### config.mk
export PLATFORM = sky130hd
export DESIGN_NAME = id_register_file_flat
export DESIGN_NICKNAME = d
export VERILOG_FILES = /design/src/rtl/id_register_file_if.sv /design/src/rtl/id_register_file.sv /design/src/flat_wrapper.sv
export SDC_FILE = /design/constraint.sdc
export NUM_CORES = 1
export LEC_CHECK = 0
export BUFFER_PORTS_ARGS = -buffer_cell sky130_fd_sc_hd__buf_2
export CAP_MARGIN = 40
export CORE_AREA = 8 8 218 220
export CTS_CLUSTER_DIAMETER = 150
export DETAILED_ROUTE_END_ITERATION = 12
export DIE_AREA = 0 0 226 228
export GPL_TIMING_DRIVEN = 1
export HOLD_SLACK_MARGIN = 0.12
export PLACE_DENSITY = 0.85
export REMOVE_ABC_BUFFERS = 1
export SLEW_MARGIN = 15
export SYNTH_ARGS = -nofsm -noshare
export SYNTH_HDL_FRONTEND = slang
export SYNTH_SLANG_ARGS = --single-unit
### constraint.sdc
create_clock -name clk -period 2.2 [get_ports clk]
set_clock_uncertainty 0.15 [all_clocks]
set_input_delay 0 -clock clk [delete_from_list [all_inputs] [get_ports clk]]
set_output_delay 0 -clock clk [all_outputs]
set_load 0.01 [all_outputs]
### src/rtl/id_register_file_if.sv
// Decode-stage register file bus: read ports, write-back port, status update and condition check.
interface id_register_file_if #(
    parameter int DATA_W = 32
);
    logic [DATA_W-1:0] pc_in;
    logic [3:0]        src1;
    logic [3:0]        src2;
    logic [DATA_W-1:0] val1;
    logic [DATA_W-1:0] val2;
    logic              wb_en;
    logic [3:0]        wb_dest;
    logic [DATA_W-1:0] wb_value;
    logic              sr_update;
    logic [3:0]        status_in;
    logic              freeze;
    logic [3:0]        cond;
    logic [3:0]        status_out;
    logic              cond_pass;

    // No valid/ready handshake here: reads are combinational every cycle and
    // wb_en / sr_update are single-cycle strobes sampled on the rising clock edge.
    modport master (
        output pc_in, src1, src2, wb_en, wb_dest, wb_value,
               sr_update, status_in, freeze, cond,
        input  val1, val2, status_out, cond_pass
    );

    modport slave (
        input  pc_in, src1, src2, wb_en, wb_dest, wb_value,
               sr_update, status_in, freeze, cond,
        output val1, val2, status_out, cond_pass
    );
endinterface

### src/rtl/id_register_file.sv
// Decode-stage architectural state: R0..R14, NZCV, two bypassed read ports with
// R15 returning the pipelined PC, and instruction condition evaluation.
module id_register_file #(
    parameter int DATA_W   = 32,
    parameter int NUM_REGS = 15
) (
    input logic              clk,
    input logic              rst,
    id_register_file_if.slave rf
);

    localparam logic [3:0] PC_IDX = 4'd15;

    logic [DATA_W-1:0] regs [NUM_REGS];
    logic [3:0]        nzcv;
    logic              flag_n, flag_z, flag_c, flag_v;

    // Index 15 is the PC alias and never a storage location, so those writes are dropped.
    always_ff @(posedge clk or negedge rst) begin
        if (!rst) begin
            for (int i = 0; i < NUM_REGS; i++) begin
                regs[i] <= '0;
            end
        end else if (rf.wb_en && (rf.wb_dest != PC_IDX) && (32'(rf.wb_dest) < NUM_REGS)) begin
            regs[rf.wb_dest] <= rf.wb_value;
        end
    end

    always_ff @(posedge clk or negedge rst) begin
        if (!rst) begin
            nzcv <= 4'b0000;
        end else if (rf.sr_update && !rf.freeze) begin
            nzcv <= rf.status_in;
        end
    end

    // Same-cycle write-back bypass avoids a stale read while WB commits at the edge.
    always_comb begin
        rf.val1 = '0;
        if (rf.src1 == PC_IDX) begin
            rf.val1 = rf.pc_in;
        end else if (rf.wb_en && (rf.wb_dest == rf.src1)) begin
            rf.val1 = rf.wb_value;
        end else if (32'(rf.src1) < NUM_REGS) begin
            rf.val1 = regs[rf.src1];
        end
    end

    always_comb begin
        rf.val2 = '0;
        if (rf.src2 == PC_IDX) begin
            rf.val2 = rf.pc_in;
        end else if (rf.wb_en && (rf.wb_dest == rf.src2)) begin
            rf.val2 = rf.wb_value;
        end else if (32'(rf.src2) < NUM_REGS) begin
            rf.val2 = regs[rf.src2];
        end
    end

    assign {flag_n, flag_z, flag_c, flag_v} = nzcv;
    assign rf.status_out = nzcv;

    // Condition uses only the registered flags; code 4'hF is treated as always.
    always_comb begin
        rf.cond_pass = 1'b1;
        case (rf.cond)
            4'h0: rf.cond_pass = flag_z;
            4'h1: rf.cond_pass = !flag_z;
            4'h2: rf.cond_pass = flag_c;
            4'h3: rf.cond_pass = !flag_c;
            4'h4: rf.cond_pass = flag_n;
            4'h5: rf.cond_pass = !flag_n;
            4'h6: rf.cond_pass = flag_v;
            4'h7: rf.cond_pass = !flag_v;
            4'h8: rf.cond_pass = flag_c && !flag_z;
            4'h9: rf.cond_pass = !flag_c || flag_z;
            4'hA: rf.cond_pass = (flag_n == flag_v);
            4'hB: rf.cond_pass = (flag_n != flag_v);
            4'hC: rf.cond_pass = !flag_z && (flag_n == flag_v);
            4'hD: rf.cond_pass = flag_z || (flag_n != flag_v);
            default: rf.cond_pass = 1'b1;
        endcase
    end

endmodule

### src/flat_wrapper.sv
// flat-port wrapper written by rule: the top's interface ports become plain ports
module id_register_file_flat 
#(
    parameter int DATA_W   = 32,
    parameter int NUM_REGS = 15
)
  (clk, rst, rf_pc_in, rf_src1, rf_src2, rf_wb_en, rf_wb_dest, rf_wb_value, rf_sr_update, rf_status_in, rf_freeze, rf_cond, rf_val1, rf_val2, rf_status_out, rf_cond_pass);
  id_register_file_if #(.DATA_W(DATA_W)) rf_i ();
  input logic clk;
  input logic rst;
  input wire logic [$bits(rf_i.pc_in)-1:0] rf_pc_in;
  input wire logic [$bits(rf_i.src1)-1:0] rf_src1;
  input wire logic [$bits(rf_i.src2)-1:0] rf_src2;
  input wire logic [$bits(rf_i.wb_en)-1:0] rf_wb_en;
  input wire logic [$bits(rf_i.wb_dest)-1:0] rf_wb_dest;
  input wire logic [$bits(rf_i.wb_value)-1:0] rf_wb_value;
  input wire logic [$bits(rf_i.sr_update)-1:0] rf_sr_update;
  input wire logic [$bits(rf_i.status_in)-1:0] rf_status_in;
  input wire logic [$bits(rf_i.freeze)-1:0] rf_freeze;
  input wire logic [$bits(rf_i.cond)-1:0] rf_cond;
  output wire logic [$bits(rf_i.val1)-1:0] rf_val1;
  output wire logic [$bits(rf_i.val2)-1:0] rf_val2;
  output wire logic [$bits(rf_i.status_out)-1:0] rf_status_out;
  output wire logic [$bits(rf_i.cond_pass)-1:0] rf_cond_pass;
  assign rf_i.pc_in = rf_pc_in;
  assign rf_i.src1 = rf_src1;
  assign rf_i.src2 = rf_src2;
  assign rf_i.wb_en = rf_wb_en;
  assign rf_i.wb_dest = rf_wb_dest;
  assign rf_i.wb_value = rf_wb_value;
  assign rf_i.sr_update = rf_sr_update;
  assign rf_i.status_in = rf_status_in;
  assign rf_i.freeze = rf_freeze;
  assign rf_i.cond = rf_cond;
  assign rf_val1 = rf_i.val1;
  assign rf_val2 = rf_i.val2;
  assign rf_status_out = rf_i.status_out;
  assign rf_cond_pass = rf_i.cond_pass;
  id_register_file #(.DATA_W(DATA_W), .NUM_REGS(NUM_REGS)) u_core (.clk(clk), .rst(rst), .rf(rf_i));
endmodule
==> impl_metrics.json, run 1 <==
{
  "yosys-top-cells-area": "dfrtp_1, mux2_2, mux4_2, mux2i_1, clkbuf_1",
  "core_um2": 43840,
  "gp_congestion": 0.8962,
  "p_leak_nw": 14.17,
  "p_seq_share_pct": 42.1,
  "period_share_pct": 121.5,
  "ioPinCount": 158,
  "crit_path_end_kind": "output port",
  "synth_edf_count": 0,
  "ys_seq_area_share_pct": 45.14,
  "rows": 77,
  "avgSynthCellArea_um2": 13.48,
  "powerDensity_nw_per_um2": 918.7,
  "synth_common_cells": "dfrtp_1, mux2_2, mux4_2",
  "fin_ws_ps": -472.0,
  "p_int_mw": 21.19,
  "power_frac_comb_pct": 27.8,
  "slew_viol_final": 0,
  "yosys_warnings": 0,
  "ys.flop_type": "dfrtp_1",
  "arrival_ps": 2520,
  "cts.sinks": 484,
  "final_nets": 2378,
  "overflow": 0,
  "fillers": 2459,
  "grt_max_degree": 76,
  "drt_iter0_markers": 2802,
  "dr.pass1.iters": 6,
  "p_clk_share_pct": 30.1,
  "tightest_slew_ps": 715.8,
  "worst_hold_startpoint": "rf_wb_dest[0]",
  "synth_top_area_cell": "dfrtp_1",
  "portBuffers": 157,
  "cts.clk_slew.worst_paths_ps": 60,
  "worstPathMaxFanout": 3,
  "cts_tree": "done",
  "finalSetupViolCount": 70,
  "hold_path.class": "input port to register",
  "die_h_um": 228,
  "reg2reg_to": "u_core.rf.status_out[3]",
  "status": "finished, violations left",
  "peakVddDrop_uv": 621.0,
  "worstSetupStartpointType": "register",
  "yosysTopAreaCellShare_pct": 45.14,
  "dieArea_um2": 51530,
  "synth_cells": 1990,
  "drive_gt1_share_pct": 52.79,
  "required_ps": 2050,
  "synth-async-reset-ratio_pct": 100.0,
  "power_switching_mw": 8.897,
  "place_area_um2": 29100,
  "hold_viol_final": 0,
  "post-route-min-period_ps": 2672,
  "final_area_um2": 32750,
  "cap_viol_max_count": 0,
  "start_util_pct": 61.20,
  "dpl.hpwl_um": 49670,
  "yosysMostFrequentCell": "dfrtp_1",
  "r2r-start": "u_core.rf.status_out[3]",
  "violations": "negative setup slack",
  "cts_buffers": 51,
  "drt-vias-per-instance": 7.115,
  "critical_path_class": "register to output port",
  "grt_pass1_vias": 21590,
  "grt_pass1_wl_um": 129500,
  "whs_endpoint": "u_core.regs[126]",
  "die_width_um": 226,
  "cts_max_path_buffers": 3,
  "cts-root-buf": "clkbuf_16",
  "swShare_pct": 29.57,
  "antenna_left": 0,
  "synth-seq-cells": 484,
  "reg2reg_slack_ps": 550,
  "routedWlPerCell_um": 29.91,
  "antenna_found_initial": 2,
  "hold_ws_ps": 150.4,
  "grt_use_total_pct": 32.71,
  "syn_area_um2": 26830,
  "wirelength_um": 87430,
  "clock_latency_ps": 610,
  "slew-limit-headroom_pct": 52.17,
  "reg2regPathDepth": 3,
  "rsz0062_at_grt": "yes",
  "fmax_ghz": 0.3743,
  "ys_types": 40,
  "vias": 20800,
  "drcViolationCount": 0,
  "htree_levels": 2,
  "syn_to_final_growth_pct": 22.08,
  "hold_depth": 5
}
what timing repair did:
action                                 CTS  global route
pin swaps                               71            23
resized for setup                       51            47
setup endpoints to repair               64            93
endpoints found under the hold margin  968            91
setup buffers                           67            34
hold buffers                            63             9
through the flow:
step	instances	power [mW]	TNS, ps	worst slack [ps]	utilization (%)
3_3_place_gp	2658	19.08	0	87.03	66.39
2_1_floorplan	1787	16.92	-29320	-325.3	-
3_5_place_dp	2658	19.64	0	52.45	66.39
6_report	2923	30.09	-12570	-472.0	74.72
5_1_grt	2923	31.13	-16580	-480.1	74.72
4_1_cts	2882	29.29	-11630	-328.0	73.48
power by group through the flow:
| stage | sequential (mW) | clock (mW) | combinational (mW) |
|---|---|---|---|
| floorplan | 12.1 | 0 | 4.84 |
| global placement | 12.4 | 0 | 6.69 |
| CTS | 12.4 | 9.03 | 7.82 |
| global route | 12.8 | 9.45 | 8.87 |
| detailed placement | 12.6 | 0 | 7.01 |
| finish | 12.7 | 9.06 | 8.37 |
layout by cell type (no fill, tap or decap), types with 13 or more instances in the layout:
| master | netlist | routed |
|---|---|---|
| buf_4 | 8 | 161 |
| nor3_2 | 0 | 21 |
| a22o_1 | 23 | 23 |
| clkbuf_16 | 0 | 52 |
| clkbuf_8 | 0 | 13 |
| clkinv_2 | 0 | 13 |
| nor2b_2 | 0 | 16 |
| mux2i_1 | 88 | 88 |
| buf_12 | 0 | 46 |
| o21ai_0 | 64 | 64 |
| o22ai_1 | 64 | 64 |
| nor2b_1 | 38 | 16 |
| mux2_2 | 473 | 473 |
| o21ai_1 | 38 | 34 |
| buf_2 | 30 | 152 |
| nand2_1 | 67 | 65 |
| a221oi_1 | 46 | 31 |
| inv_1 | 33 | 33 |
| nand3b_1 | 13 | 13 |
| dlygate4sd3_1 | 0 | 70 |
| buf_6 | 8 | 17 |
| dfrtp_1 | 484 | 484 |
| mux2_1 | 16 | 16 |
| a221oi_2 | 0 | 14 |
| nor2_1 | 54 | 41 |
| mux4_2 | 195 | 195 |
layout make-up:
class	count	area, um^2	area share, %
well taps	592	740.7	2.262
clock inverters	22	256.5	0.7831
multi-input cells	1270	14210	43.37
inverters	33	123.9	0.3782
repair buffers	449	3825	11.68
flip-flops and latches	484	12110	36.98
diodes	1	2.502	0.007640
clock buffers	72	1486	4.538
sequential cells by signal (all words and copies together), names as in the netlist:
register and cells:
u_core.regs 480, u_core.rf.status_out 4
cells by family after synthesis:
logic type | share of synthesized area [%]
AND/OR/NAND/NOR | 4.015
XOR/XNOR | 0.3265
buffers and inverters | 3.777
flip-flops | 45.14
multiplexers | 40.18
AO/OA/AOI/OAI | 6.562
routing by layer:
layer  up-vias  GRT usage, %  part of all wire [%]
met5         -             0                 0.015
met1     10710         41.56                    36
met3       388         9.084                    11
met4         2         16.92                   6.0
met2      1499         50.97                    47
li1       8194             -                     -
worst max-delay path by stage:
stage / from / endpoint / slack [ps] / cells past startpoint
CTS: u_core.regs[474] / rf_val1[26] / -330 / 5
detailed placement: rf_src1[0] / rf_val1[22] / 50 / 7
floorplan: rf_wb_dest[0] / u_core.regs[64] / -330 / 3
global placement: rf_src1[0] / rf_val1[22] / 90 / 7
finish: u_core.regs[282] / rf_val1[26] / -470 / 5
global route: u_core.regs[250] / rf_val1[26] / -480 / 5
worst max-delay path, cell delays in order, from the launching register on:
cell and delay [ps]:
dfrtp_1 450, mux4_2 560, mux4_2 570, nor2b_2 140, nor2_1 40, buf_2 140
Note: power is estimated with default switching activity, not from simulation.
==> run 2: changes to the inputs <==
Settings changed: PLACE_DENSITY 0.85 to 0.8.
==> run 2 against run 1 <==
The flow still finishes with violations (negative setup slack). Power shrank 1.7%. Global-route usage shrank 0.73 points. Non-clock buffer count is the same. Flip-flop and latch count is the same. Maximum frequency grew 6.8%. Die area is the same. Final cell count is essentially flat. Sequential power is essentially flat. Combinational power shrank 0.8%.
==> impl_metrics.json, run 2 (synthesis results as in run 1) <==
{
  "worstPathMaxFanout": 3,
  "final_common_cell": "dfrtp_1",
  "critical_path_class": "register to output port",
  "place_ws_ps": 104.2,
  "rsz0062_at_grt": "yes",
  "slowest_delay_ps": 510,
  "fmax_ghz": 0.3997,
  "ioPinCount": 158,
  "path_common_cell": "mux4_2",
  "start_util_pct": 61.20,
  "dpl.hpwl_um": 50820,
  "largest_register_ffs": 480,
  "period_share_pct": 113.7,
  "dr.pass1.iters": 7,
  "finalSetupViolCount": 63,
  "fin_util_pct": 74.14,
  "violations": "negative setup slack",
  "grt_max_degree": 81,
  "grt_pass1_vias": 21250,
  "clock_latency_ps": 600,
  "htree_levels": 2,
  "crit_path_end_kind": "output port",
  "die_h_um": 228,
  "drt_iter0_markers": 2184,
  "wirelength_um": 83760,
  "grt_pass1_wl_um": 126800,
  "cts_max_path_buffers": 3,
  "power_frac_comb_pct": 28.1,
  "gp_congestion": 0.8697,
  "top_register": "u_core.regs",
  "slew-limit-headroom_pct": 48.66,
  "grt_use_total_pct": 31.97,
  "p_clk_share_pct": 29.5,
  "status": "finished, violations left",
  "crit_buf_inv": 1,
  "antenna_left": 0,
  "cts_tree": "done",
  "drive_gt1_share_pct": 52.90,
  "drt-vias-per-instance": 6.922,
  "arrival_ps": 2350,
  "routedWlPerCell_um": 28.67,
  "p_leak_nw": 14.08,
  "fin_setup_tns_ps": -11200,
  "overflow": 0,
  "cpMaxStageDelayCell": "mux4_2",
  "dieArea_um2": 51530,
  "fillers": 2642,
  "antenna_found_initial": 3,
  "die_width_um": 226,
  "cts-root-buf": "clkbuf_16",
  "tightest_slew_ps": 768.5,
  "post-route-min-period_ps": 2502,
  "required_ps": 2050,
  "crit_chain": "mux4_2 > mux4_2 > nor2b_1 > nor2_1 > buf_2",
  "final_cells": 2922,
  "core_um2": 43840,
  "p_seq_share_pct": 42.5,
  "crit_family": "multiplexers",
  "p_int_mw": 21.02,
  "cap_viol_max_count": 0,
  "layout_common_cells": "dfrtp_1, mux2_2, mux4_2, buf_4, buf_2",
  "rows": 77,
  "hold_path.class": "input port to register",
  "cts.clk_slew.worst_paths_ps": 60,
  "dp.cells": 2661,
  "slew_viol_final": 0,
  "cts.sinks": 484,
  "vias": 20230,
  "peakVddDrop_uv": 728.6,
  "portBuffers": 157,
  "final_nets": 2378,
  "syn_to_final_growth_pct": 21.14,
  "powerDensity_nw_per_um2": 909.6,
  "drcViolationCount": 0,
  "hold_ws_ps": 147.1,
  "swShare_pct": 28.91,
  "fin_ws_ps": -301.7,
  "worstSetupStartpointType": "register",
  "hold_viol_final": 0,
  "cts_buffers": 51,
  "power_switching_mw": 8.547
}
run 2: area by class of cell:
cell class	instances	area [um^2]	area share (%)
Inverter	33	123.9	0.3811
Timing Repair Buffer	449	3721	11.45
Multi-Input combinational cell	1270	14130	43.46
Clock buffer	80	1525	4.693
Antenna cell	3	7.507	0.02310
Clock inverter	11	141.4	0.4350
Tap cell	592	740.7	2.279
Sequential cell	484	12110	37.27
run 2: through the flow:
stage	instance area, um^2	power (mW)
2_1_floorplan	25940	16.92
3_3_place_gp	29020	19.09
3_5_place_dp	29050	19.61
4_1_cts	32080	29.02
5_1_grt	32500	30.65
6_report	32500	29.56
run 2: timing repair:
action / 4_1_cts / 5_1_grt
gates resized for setup: 48 / 41
hold endpoints to repair: 968 / 0
hold buffers: 51 / 0
setup buffers: 84 / 33
endpoints found under the setup margin: 64 / 65
pin swaps: 59 / 33
run 2: metal layers:
metal	part of all wire, %	GRT usage [%]
met1	37	41.12
met2	47	49.89
met3	9.3	7.159
met4	5.8	18.00
met5	0	0
run 2: worst reg2reg max path, cell delays in order (launching register included):
cell and delay [ps]:
dfrtp_2 440, mux2_2 260, dlygate4sd3_1 550
run 2: power groups by stage:
stage / combinational, mW / clock (mW) / sequential (mW)
2_1_floorplan: 4.84 / 0 / 12.1
3_3_place_gp: 6.74 / 0 / 12.4
3_5_place_dp: 7.01 / 0 / 12.6
4_1_cts: 7.88 / 8.74 / 12.4
5_1_grt: 8.80 / 9.11 / 12.7
6_report: 8.30 / 8.71 / 12.6
run 2: path summary, 6_finish.rpt:
path / from / to / slack (ps) / depth (start not counted)
hold reg to reg: u_core.regs[388] / u_core.regs[388] / 370 / 1
setup / recovery: u_core.regs[138] / rf_val1[10] / -300 / 5
max in group asynchronous: rst / u_core.regs[251] / 910 / 4
min in group asynchronous: rst / u_core.regs[48] / 480 / 4
setup reg to reg: u_core.rf.status_out[3] / u_core.rf.status_out[3] / 680 / 2
hold / removal: rf_wb_dest[3] / u_core.regs[336] / 150 / 4
==> run 3: changes to the inputs <==
==> constraint.sdc (replaced) <==
create_clock -name clk -period 2.2 [get_ports clk]
set_clock_uncertainty 0.15 [all_clocks]
set_input_delay 0.33 -clock clk [delete_from_list [all_inputs] [get_ports clk]]
set_output_delay 0.33 -clock clk [all_outputs]
set_load 0.01 [all_outputs]
==> run 3 against run 2 <==
The flow still finishes with violations (negative setup slack). Wire length is 0.17% higher. Critical path depth is the same. Sequential share of layout area shrank 0.88 points. Clock power about the same. Sequential power about the same. Core utilization is 1.8 points higher. Non-clock buffer count is 47 higher. Register-to-register slack lost 100 ps. Via count grew 1.4%. Critical path type unchanged. Largest power group unchanged.
==> impl_metrics.json, run 3 (synthesis results as in run 1) <==
{
  "status": "finished, violations left",
  "violations": "negative setup slack",
  "register_area_um2": 12110,
  "rsz0062_at_grt": "yes",
  "ioPinCount": 158,
  "routedWlPerCell_um": 28.36,
  "slew_viol_final": 0,
  "dieArea_um2": 51530,
  "antenna_found_initial": 0,
  "overflow": 0,
  "place_ws_ps": -517.9,
  "grt_use_total_pct": 32.03,
  "final_nets": 2426,
  "reg2reg_to": "u_core.rf.status_out[2]",
  "hold_path.class": "register to register",
  "hold_depth": 1,
  "crit_buf_inv": 1,
  "critical_path_class": "register to output port",
  "cts.clk_slew.worst_paths_ps": 60,
  "period_share_pct": 127.9,
  "multi_input_area_um2": 14200,
  "crit_path_end_kind": "output port",
  "gp_congestion": 0.9062,
  "fin_util_pct": 75.91,
  "drive_gt1_share_pct": 54.33,
  "dpl.hpwl_um": 52830,
  "worstPathMaxFanout": 3,
  "start_util_pct": 61.20,
  "hold_ws_ps": 358.2,
  "fillers": 2565,
  "reg2reg_slack_ps": 580,
  "drt_iter0_markers": 2222,
  "powerDensity_nw_per_um2": 891.6,
  "syn_to_final_growth_pct": 24.02,
  "rows": 77,
  "portBuffers": 157,
  "final_cells": 2959,
  "finalSetupViolCount": 65,
  "p_leak_nw": 14.45,
  "whs_endpoint": "u_core.regs[78]",
  "cap_viol_max_count": 0,
  "path_common_cell": "mux4_2",
  "reg2regPathDepth": 3,
  "cpMaxStageDelayCell": "mux4_2",
  "wirelength_um": 83900,
  "slowest_delay_ps": 530,
  "worstSetupStartpointType": "register",
  "vias": 20500,
  "dp.cells": 2728,
  "slew-limit-headroom_pct": 56.72,
  "core_um2": 43840,
  "post-route-min-period_ps": 2814,
  "drcViolationCount": 0,
  "arrival_ps": 2330,
  "required_ps": 1720,
  "grt_pass1_wl_um": 127700,
  "layout_common_cells": "dfrtp_1, mux2_2, buf_4, mux4_2, buf_2",
  "largest_register_ffs": 480,
  "r2r-start": "u_core.rf.status_out[2]",
  "top_register": "u_core.regs",
  "die_h_um": 228,
  "peakVddDrop_uv": 642.9,
  "fmax_ghz": 0.3554,
  "grt_max_degree": 80,
  "worst_hold_startpoint": "u_core.regs[78]",
  "tightest_slew_ps": 649.1,
  "final_common_cell": "dfrtp_1",
  "htree_levels": 2,
  "dr.pass1.iters": 5,
  "grt_pass1_vias": 21630,
  "crit_chain": "mux4_2 > mux4_2 > nor2b_1 > nor2_1 > buf_2",
  "cts_max_path_buffers": 3,
  "cts_tree": "done",
  "cts.sinks": 484,
  "antenna_cells": 0,
  "antenna_left": 0,
  "cts-root-buf": "clkbuf_16",
  "die_width_um": 226,
  "fin_ws_ps": -614.1,
  "drt-vias-per-instance": 6.929,
  "clock_latency_ps": 590,
  "cts_buffers": 52,
  "crit_family": "multiplexers",
  "hold_viol_final": 0
}
## run 3: cell count changes in the layout (fill, tap and decap cells not counted), sizes merged, moves of 3 or more
cell | previous run | this run
dlygate4sd3 | 50 | 43
diode | 3 | 0
inv | 36 | 33
clkbuf | 82 | 74
buf | 397 | 452
## run 3: metrics by stage
stage	power (mW)	TNS [ps]	area, um^2
after floorplan	16.92	-158900	25940
after global placement	19.31	-25610	29980
after detailed placement	19.82	-26270	29980
after CTS	29.18	-31960	32910
after global routing	30.74	-34980	33270
final	29.67	-31270	33270
## run 3: power by group
part	total, mW	switching [mW]	internal [mW]
Combinational	8.35	3.35	5.00
Clock	8.69	3.56	5.13
Sequential	12.6	1.63	11.0
## run 3: cell type report
class,instances,share of cell area (%)
repair buffers,496,13.36
multi-input cells,1270,42.69
clock buffers,73,4.482
inverters,33,0.3723
flip-flops and latches,484,36.40
well taps,592,2.226
clock inverters,11,0.4738
## run 3: timing repair
item | in CTS | in global routing
pin swaps | 82 | 19
hold buffers | 43 | 0
hold endpoints to repair | 967 | 0
endpoints found under the setup margin | 65 | 65
setup buffers | 80 | 24
resized for setup | 51 | 41
## run 3: metal layers
layer	up-vias	track usage (%)	share of wire [%]
li1	8258	-	-
met1	10720	41.15	38
met2	1201	51.45	48
met3	319	6.402	8.2
met4	0	16.23	5.5
met5	-	0	0
## run 3: worst max path at each step
stage | from | endpoint | slack [ps] | cells after the start
floorplan | rf_src1[1] | rf_val1[0] | -710 | 4
global placement | rf_src1[0] | rf_val1[5] | -520 | 7
detailed placement | rf_src1[0] | rf_val1[5] | -520 | 7
CTS | u_core.regs[378] | rf_val1[26] | -610 | 5
global route | u_core.regs[154] | rf_val1[26] | -650 | 5
finish | u_core.regs[378] | rf_val1[26] | -610 | 5
